$ cat config.mk
export PLATFORM = sky130hd
export DESIGN_NAME = toggle_frame_rx
export DESIGN_NICKNAME = d
export VERILOG_FILES = /design/src/rtl/toggle_rx_pkg.sv /design/src/rtl/toggle_bit_decoder.sv /design/src/rtl/toggle_frame_rx.sv
export SDC_FILE = /design/constraint.sdc
export NUM_CORES = 1
export LEC_CHECK = 0
export BUFFER_PORTS_ARGS = -buffer_cell sky130_fd_sc_hd__buf_2
export CAP_MARGIN = 0
export CORE_UTILIZATION = 52
export DETAILED_ROUTE_END_ITERATION = 8
export PLACE_DENSITY = 0.74
export RECOVER_POWER = 50
export SLEW_MARGIN = 20
export SYNTH_ARGS = -nofsm -noshare
export SYNTH_HDL_FRONTEND = slang
export SYNTH_SLANG_ARGS = --single-unit
$ cat constraint.sdc
create_clock -name clk -period 1.7 [get_ports clk]
set_input_delay 0.085 -clock clk [delete_from_list [all_inputs] [get_ports clk]]
set_output_delay 0.085 -clock clk [all_outputs]
set_load 0.02 [all_outputs]
$ cat src/rtl/toggle_rx_pkg.sv
// Shared constants and types for the toggle-coded frame receiver.
// Optional de-stuffing is selected with the TOGGLE_RX_DESTUFF_EN macro.
package toggle_rx_pkg;
    localparam logic [7:0] FLAG      = 8'h7E;
    localparam int         STUFF_RUN = 5;
    localparam int         ABORT_RUN = 7;

    typedef enum logic {HUNT, DATA} rx_state_e;

    typedef struct packed {
        logic sof;
        logic eof;
        logic err;
    } frame_evt_t;
endpackage

$ cat src/rtl/toggle_bit_decoder.sv
// Recovers data bits from the toggle-coded line: a change of level is a 1.
module toggle_bit_decoder (
    input  logic clk,
    input  logic reset_n,
    input  logic line,
    input  logic bit_en,
    output logic d,
    output logic d_stb
);
    logic prev_line;

    always_ff @(posedge clk or negedge reset_n) begin
        if (!reset_n)
            prev_line <= 1'b0;
        else if (bit_en)
            prev_line <= line;
    end

    assign d     = line ^ prev_line;
    assign d_stb = bit_en;
endmodule

$ cat src/rtl/toggle_frame_rx.sv
// Toggle-coded serial receiver: flag hunt, LSB-first byte assembly, valid/ready output.
// Define TOGGLE_RX_DESTUFF_EN for zero-bit de-stuffing and abort detection in DATA.
module toggle_frame_rx
    import toggle_rx_pkg::*;
#(
    parameter int MAX_FRAME = 256
) (
    input  logic       clk,
    input  logic       reset_n,
    input  logic       line,
    input  logic       bit_en,
    output logic [7:0] data,
    output logic       data_valid,
    input  logic       data_ready,
    output logic       sof,
    output logic       eof,
    output logic       frame_err,
    output logic       overrun
);
    localparam int CW = $clog2(MAX_FRAME + 1);

    logic d, d_stb;

    toggle_bit_decoder u_dec (
        .clk    (clk),
        .reset_n(reset_n),
        .line   (line),
        .bit_en (bit_en),
        .d      (d),
        .d_stb  (d_stb)
    );

    rx_state_e     state, state_n;
    // Only the older 7 bits of the flag window are stored; the 8th is the live bit.
    logic [6:0]    flag_sr, flag_sr_n;
    logic [6:0]    acc, acc_n;
    logic [2:0]    bit_cnt, bit_cnt_n;
    logic [CW-1:0] byte_cnt, byte_cnt_n;
    logic          byte_seen, byte_seen_n;
    logic [7:0]    data_n;
    logic          valid_n, ovr_n;
    frame_evt_t    evt, evt_n;
    logic          flag_hit, wrap;
`ifdef TOGGLE_RX_DESTUFF_EN
    logic [2:0]    run, run_n;
`endif

    assign flag_hit = ({d, flag_sr} == FLAG);
    assign wrap     = (bit_cnt == 3'd7);

    always_ff @(posedge clk or negedge reset_n) begin
        if (!reset_n) begin
            state      <= HUNT;
            flag_sr    <= '0;
            acc        <= '0;
            bit_cnt    <= '0;
            byte_cnt   <= '0;
            byte_seen  <= 1'b0;
            data       <= '0;
            data_valid <= 1'b0;
            overrun    <= 1'b0;
            evt        <= '0;
`ifdef TOGGLE_RX_DESTUFF_EN
            run        <= '0;
`endif
        end else begin
            state      <= state_n;
            flag_sr    <= flag_sr_n;
            acc        <= acc_n;
            bit_cnt    <= bit_cnt_n;
            byte_cnt   <= byte_cnt_n;
            byte_seen  <= byte_seen_n;
            data       <= data_n;
            data_valid <= valid_n;
            overrun    <= ovr_n;
            evt        <= evt_n;
`ifdef TOGGLE_RX_DESTUFF_EN
            run        <= run_n;
`endif
        end
    end

    always_comb begin
        state_n     = state;
        flag_sr_n   = flag_sr;
        acc_n       = acc;
        bit_cnt_n   = bit_cnt;
        byte_cnt_n  = byte_cnt;
        byte_seen_n = byte_seen;
        data_n      = data;
        valid_n     = data_valid && !data_ready;
        ovr_n       = overrun;
        evt_n       = '0;
`ifdef TOGGLE_RX_DESTUFF_EN
        run_n       = run;
`endif
        if (d_stb) begin
            flag_sr_n = {d, flag_sr[6:1]};
            case (state)
                HUNT: begin
                    if (flag_hit) begin
                        state_n     = DATA;
                        evt_n.sof   = 1'b1;
                        bit_cnt_n   = '0;
                        byte_cnt_n  = '0;
                        byte_seen_n = 1'b0;
                        ovr_n       = 1'b0;
`ifdef TOGGLE_RX_DESTUFF_EN
                        run_n       = '0;
`endif
                    end
                end
                DATA: begin
                    if (flag_hit) begin
                        // Flags before the first byte are idle fill; realign on them.
                        if (!byte_seen) begin
                            bit_cnt_n = '0;
                        end else if (wrap) begin
                            evt_n.eof = 1'b1;
                            state_n   = HUNT;
                        end else begin
                            evt_n.err = 1'b1;
                            state_n   = HUNT;
                        end
`ifdef TOGGLE_RX_DESTUFF_EN
                        run_n = '0;
                    end else if (d && run == 3'(ABORT_RUN - 1)) begin
                        evt_n.err = 1'b1;
                        state_n   = HUNT;
                    end else if (!d && run == 3'(STUFF_RUN)) begin
                        run_n = '0;
`endif
                    end else begin
                        acc_n     = {d, acc[6:1]};
                        bit_cnt_n = bit_cnt + 3'd1;
`ifdef TOGGLE_RX_DESTUFF_EN
                        run_n     = d ? run + 3'd1 : 3'd0;
`endif
                        if (wrap) begin
                            if (byte_cnt == CW'(MAX_FRAME)) begin
                                evt_n.err = 1'b1;
                                state_n   = HUNT;
                            end else begin
                                byte_cnt_n  = byte_cnt + 1'b1;
                                byte_seen_n = 1'b1;
                                if (data_valid && !data_ready) begin
                                    ovr_n = 1'b1;
                                end else begin
                                    data_n  = {d, acc};
                                    valid_n = 1'b1;
                                end
                            end
                        end
                    end
                end
                default: state_n = HUNT;
            endcase
        end
    end

    assign sof       = evt.sof;
    assign eof       = evt.eof;
    assign frame_err = evt.err;
endmodule

**Yosys cells after proc, flatten, opt, wreduce, memory -nomap -nowiden**

Cells that the tools add are included.
Widths: inputs -> output; s select.

- Bits in registers: 42
- Output and inout bits: 13
- Bits in latches: 0
- Logic and storage cells: 76
- Bits in read-only memories: 0
- Memory bits (writable): 0
- Bits of input ports: 5
- Memories kept: 0

- Multiply operators: 0
- Bitwise gates (word level): 5
- Shifts and indexed selects: 0
- Equality and inequality tests: 9
- Order comparisons: 0
- Reduce and logical (&&, ||, !) cells: 7
- Divide/modulo/power cells: 0
- Multiplexer cells: 40
- $add $sub $neg: 2

Operator list:

| kind | number |
|---|---|
| $mux 9 | 4 |
| $mux 1 | 25 |
| $pmux 9 s2 | 1 |
| $mux 3 | 4 |
| $reduce_and 6->1 | 2 |
| $add 9x1->9 const B | 1 |
| $eq 9x9->1 const B | 1 |
| $eq 8x7->1 const B | 1 |
| $ne 2x2->1 const B | 3 |
| $pmux 1 s2 | 3 |
| $pmux 3 s2 | 1 |
| $reduce_and 3->1 | 2 |
| $reduce_and 5->1 | 1 |
| $mux 2 | 2 |
| $ne 2x1->1 const B | 2 |
| $not 1->1 | 4 |
| $add 3x1->3 const B | 1 |
| $eq 3x3->1 const B | 1 |
| $ne 3x3->1 const B | 1 |
| $logic_and 1x1->1 | 1 |
| $logic_not 1->1 | 1 |
| $xor 1x1->1 | 1 |

**Depth between registers and ports, before layout**

- Depth in word-level cells: 7
- Depth in mapped cells: 6
- Mapped depth without buffers: 6

**Modules after synthesis**

A second synthesis with hierarchy kept.

- Cell total of the unflattened synthesis: 147
- Area, all modules: 1869.3 sq um

Modules (own cells, without submodules):

| module | instances | sequential area each (sq um) | area each (sq um) | cells an instance |
|---|---|---|---|---|
| toggle_frame_rx | 1 | 1026.0 | 1813.0 | 143 |
| toggle_bit_decoder | 1 | 25.0 | 56.3 | 4 |

**Worst setup path after synthesis**

OpenSTA, ideal clock, no wires.

- Path kind: reg2reg
- From: register bit_cnt[0]
- To: register data[0]
- Data required time: 1.575 ns
- Library setup time: 0.125 ns
- Cell stages (with the launch flop): 7
- Clock period less this slack: 1.659 ns
- Path slack: 0.041 ns
- Buffers on the path: 0
- Data arrival time: 1.534 ns
- Path through: dfrtp_1 > ha_1 > ha_1 > nand3_1 > a21oi_2 > nand3_2 > mux2_2

- Longest elaborated chain between the ends: 2

Ends and longest elaborated chain:

| item | RTL line | RTL |
|---|---|---|
| start: declaration | toggle_frame_rx.sv:37 | `logic [2:0] bit_cnt, bit_cnt_n;` |
| start signal: assignment | toggle_frame_rx.sv:70 | `bit_cnt <= bit_cnt_n;` |
| $eq 3x3->1 | toggle_frame_rx.sv:49 | `assign wrap = (bit_cnt == 3'd7);` |
| $reduce_and 6->1 (no line) | n/a |  |
| end signal: assignment | toggle_frame_rx.sv:73 | `data <= data_n;` |
| end: declaration | toggle_frame_rx.sv:12 | `output logic [7:0] data,` |

No other way between the ends.
A chain may end at the register's enable or synchronous reset.

**Worst setup path in the final report**

- From: register bit_cnt[0]
- To: register byte_cnt[3]

- Longest elaborated chain between the ends: 3

Ends and longest elaborated chain:

| item | RTL line | RTL |
|---|---|---|
| $eq 3x3->1 | toggle_frame_rx.sv:49 |  |
| $ne 2x1->1 (no line) | n/a |  |
| $reduce_and 5->1 (no line) | n/a |  |
| end signal: assignment | toggle_frame_rx.sv:71 | `byte_cnt <= byte_cnt_n;` |
| end: declaration | toggle_frame_rx.sv:38 | `logic [CW-1:0] byte_cnt, byte_cnt_n;` |

No other way between the ends.

==> flow_summary.json <==
{
  "area_growth_pct": 21.90,
  "htree_levels": 2,
  "clockRootBuffer": "clkbuf_8",
  "layout-drive-gt1-share": 0.3779,
  "fin_nets": 225,
  "cp_max_fo": 4,
  "startpoint_type": "register",
  "peakVddDrop_mv": 0.8494,
  "syn_area_um2": 1999,
  "period_needed_ns": 1.663,
  "die-area_um2": 4097,
  "reg2reg_to": "byte_cnt[3]",
  "drt_iter0_markers": 59,
  "synth_cell_types": 43,
  "rsz0062_at_grt": "true",
  "avgRoutedWirePerCell_um": 15.83,
  "grt_pass1_wl_mm": 7.044,
  "r2r_start": "bit_cnt[0]",
  "yosysMostFrequentCell": "dfrtp_1",
  "synth_top_area_frac": 0.5257,
  "tightest_slew_ns": 0.8428,
  "clock_path_buffers": 2,
  "rrSetupSlack_ns": 0.04,
  "clk_latency_ns": 0.30,
  "regArea_um2": 1051,
  "crit_path_end": "byte_cnt[3]",
  "via_per_inst": 5.868,
  "dpl.hpwl_mm": 3.015,
  "grt_overflow": 0,
  "path_class": "reg -> reg",
  "max_freq_mhz": 601.3,
  "topRoutingLayerUsed": "met4",
  "wl_met1_mm": 1.815,
  "synth-main-ff-cell": "dfrtp_1",
  "netlist_top_cells_count": "42 x dfrtp_1, 20 x mux2_2, 19 x nand2_1",
  "final_cells": 265,
  "total_leakage_power_nw": 1.126,
  "grt_use_total": 0.2244,
  "wl_met3_um": 191,
  "end_kind": "register",
  "skew_ns": 0.01061,
  "outcome": "completed",
  "final_util": 0.6658,
  "synth_area_leaders": "dfrtp_1 53%, mux2_2 11%, nand2_1 3.6%, nand3_1 3.0%, ha_1 2.5%",
  "finalWirelength_mm": 4.194,
  "die_h_um": 64.01,
  "antenna_cells": 0,
  "wl_met2_mm": 2.105,
  "yosysSeqAreaShare": 0.5257,
  "pwr_density_cell_nw_per_um2": 1138,
  "clock-sinks": 42,
  "critPathLaunch": "bit_cnt[0]",
  "finalMaxSlewViolations": 0,
  "post-route-drc-count": 0,
  "hold_viol_final": 0,
  "finalSetupViolations": 0,
  "holdWs_ns": 0.1013,
  "critPathRequiredTime_ns": 1.89,
  "ys_ff_latch": 42,
  "via_count": 1555,
  "synth_warnings": 0,
  "rr_worst_depth": 7,
  "max-slew-margin-rel": 0.4381,
  "cts.clk_slew.worst_paths_ns": 0.09,
  "die_w_um": 64.01,
  "synth_edf_count": 0,
  "syn_inst": 175,
  "synthArstFlopShare": 1.000,
  "cts-buffers-inserted": 5,
  "initial_core_util": 0.5461,
  "final.fill_count": 285,
  "ios": 18,
  "place_inst": 255,
  "grt_pass1_vias": 1540,
  "core_um2": 3661,
  "cap_violations": 0,
  "synth_area_leader_cell": "dfrtp_1",
  "postPlaceCellArea_um2": 2273,
  "place.gp.congestion": 0.8891,
  "syn_nets": 184,
  "drt_first_pass_iters": 4,
  "ant_nets": 0,
  "io_buffers": 17,
  "crit_arrival_ns": 1.86,
  "grt_max_degree": 17,
  "worstHoldPathType": "in -> reg",
  "rows": 22,
  "synth.avg_cell_area_um2": 11.43,
  "cts_tree": "built",
  "antenna_found_initial": 0,
  "power_w": 0.002774,
  "period_share": 0.9783,
  "multi_input_area_um2": 964.7,
  "design_area_um2": 2437
}
-- cell usage in the layout (no fill, tap or decap), drive strengths merged, types with 5 or more instances in the layout --
cell type / instances
nand3: 13
dfrtp: 42
clkbuf: 8
nor3: 6
nand4: 6
mux2: 20
nand2: 19
a21oi: 7
nor2: 7
buf: 36
inv: 5
-- state kept, by name, indices dropped and copies added (netlist names) --
signal,cells
byte_cnt,9
bit_cnt,3
state,1
eof,1
sof,1
frame_err,1
u_dec.prev_line,1
data,8
overrun,1
byte_seen,1
flag_sr,7
acc,7
data_valid,1
-- worst min-delay path by stage --
stage / startpoint / end / depth (start not counted)
CTS: line / u_dec.prev_line / 2
finish: line / u_dec.prev_line / 2
detailed placement: reset_n / byte_cnt[2] / 1
floorplan: reset_n / acc[0] / 0
global placement: reset_n / byte_cnt[2] / 1
global route: line / u_dec.prev_line / 2
-- report_power, final --
group	leakage, nW	internal [W]	switching (W)
registers	0.540	0.00119	0.000163
logic	0.545	0.000383	0.000377
clock network	0.0408	0.000293	0.000363
total	1.13	0.00187	0.000904
-- kinds of logic after synthesis --
group	synth area share
muxes	0.1227
and+or+nand+nor	0.1840
buffers and inverters	0.02190
AOI/OAI and AO/OA	0.1039
xor gates and xnor gates	0.01690
DFF	0.5257
adders and majority gates	0.02503
-- stage by stage --
step | setup TNS, ns | worst slack, ns
2_1_floorplan | 0 | 0.04122
3_3_place_gp | 0 | 0.02885
3_5_place_dp | -0.2379 | -0.03678
4_1_cts | 0 | 0.01055
5_1_grt | -0.1055 | -0.02279
6_report | 0 | 0.03696
-- worst max-delay path: stages, from the launching register on --
cell and delay [ns]:
dfrtp_1 0.39, ha_1 0.20, ha_1 0.21, nand3_2 0.12, buf_4 0.13, a21o_1 0.17, nor3_1 0.07, a211o_1 0.26
-- final cells by class --
class / instances / area share
sequential: 42 / 0.4312
multi-input combinational: 123 / 0.3958
timing repair buffer: 40 / 0.1042
clock buffer: 5 / 0.02823
tap: 48 / 0.02464
clock inverter: 3 / 0.009754
inverter: 4 / 0.006160
-- layer usage --
metal / vias up / track usage
li1: 730 / -
met3: 8 / 0.04643
met5: - / 0
met2: 39 / 0.3564
met4: 0 / 0.1080
met1: 778 / 0.2921
-- what timing repair did --
action / CTS / global route
buffers inserted: 0 / 1
hold buffers: 1 / 0
pin swaps: 0 / 3
hold endpoints to repair: 12 / 0
gates resized for setup: 3 / 9
setup endpoints to repair: 8 / 15
(Power assumes the default switching activity.)
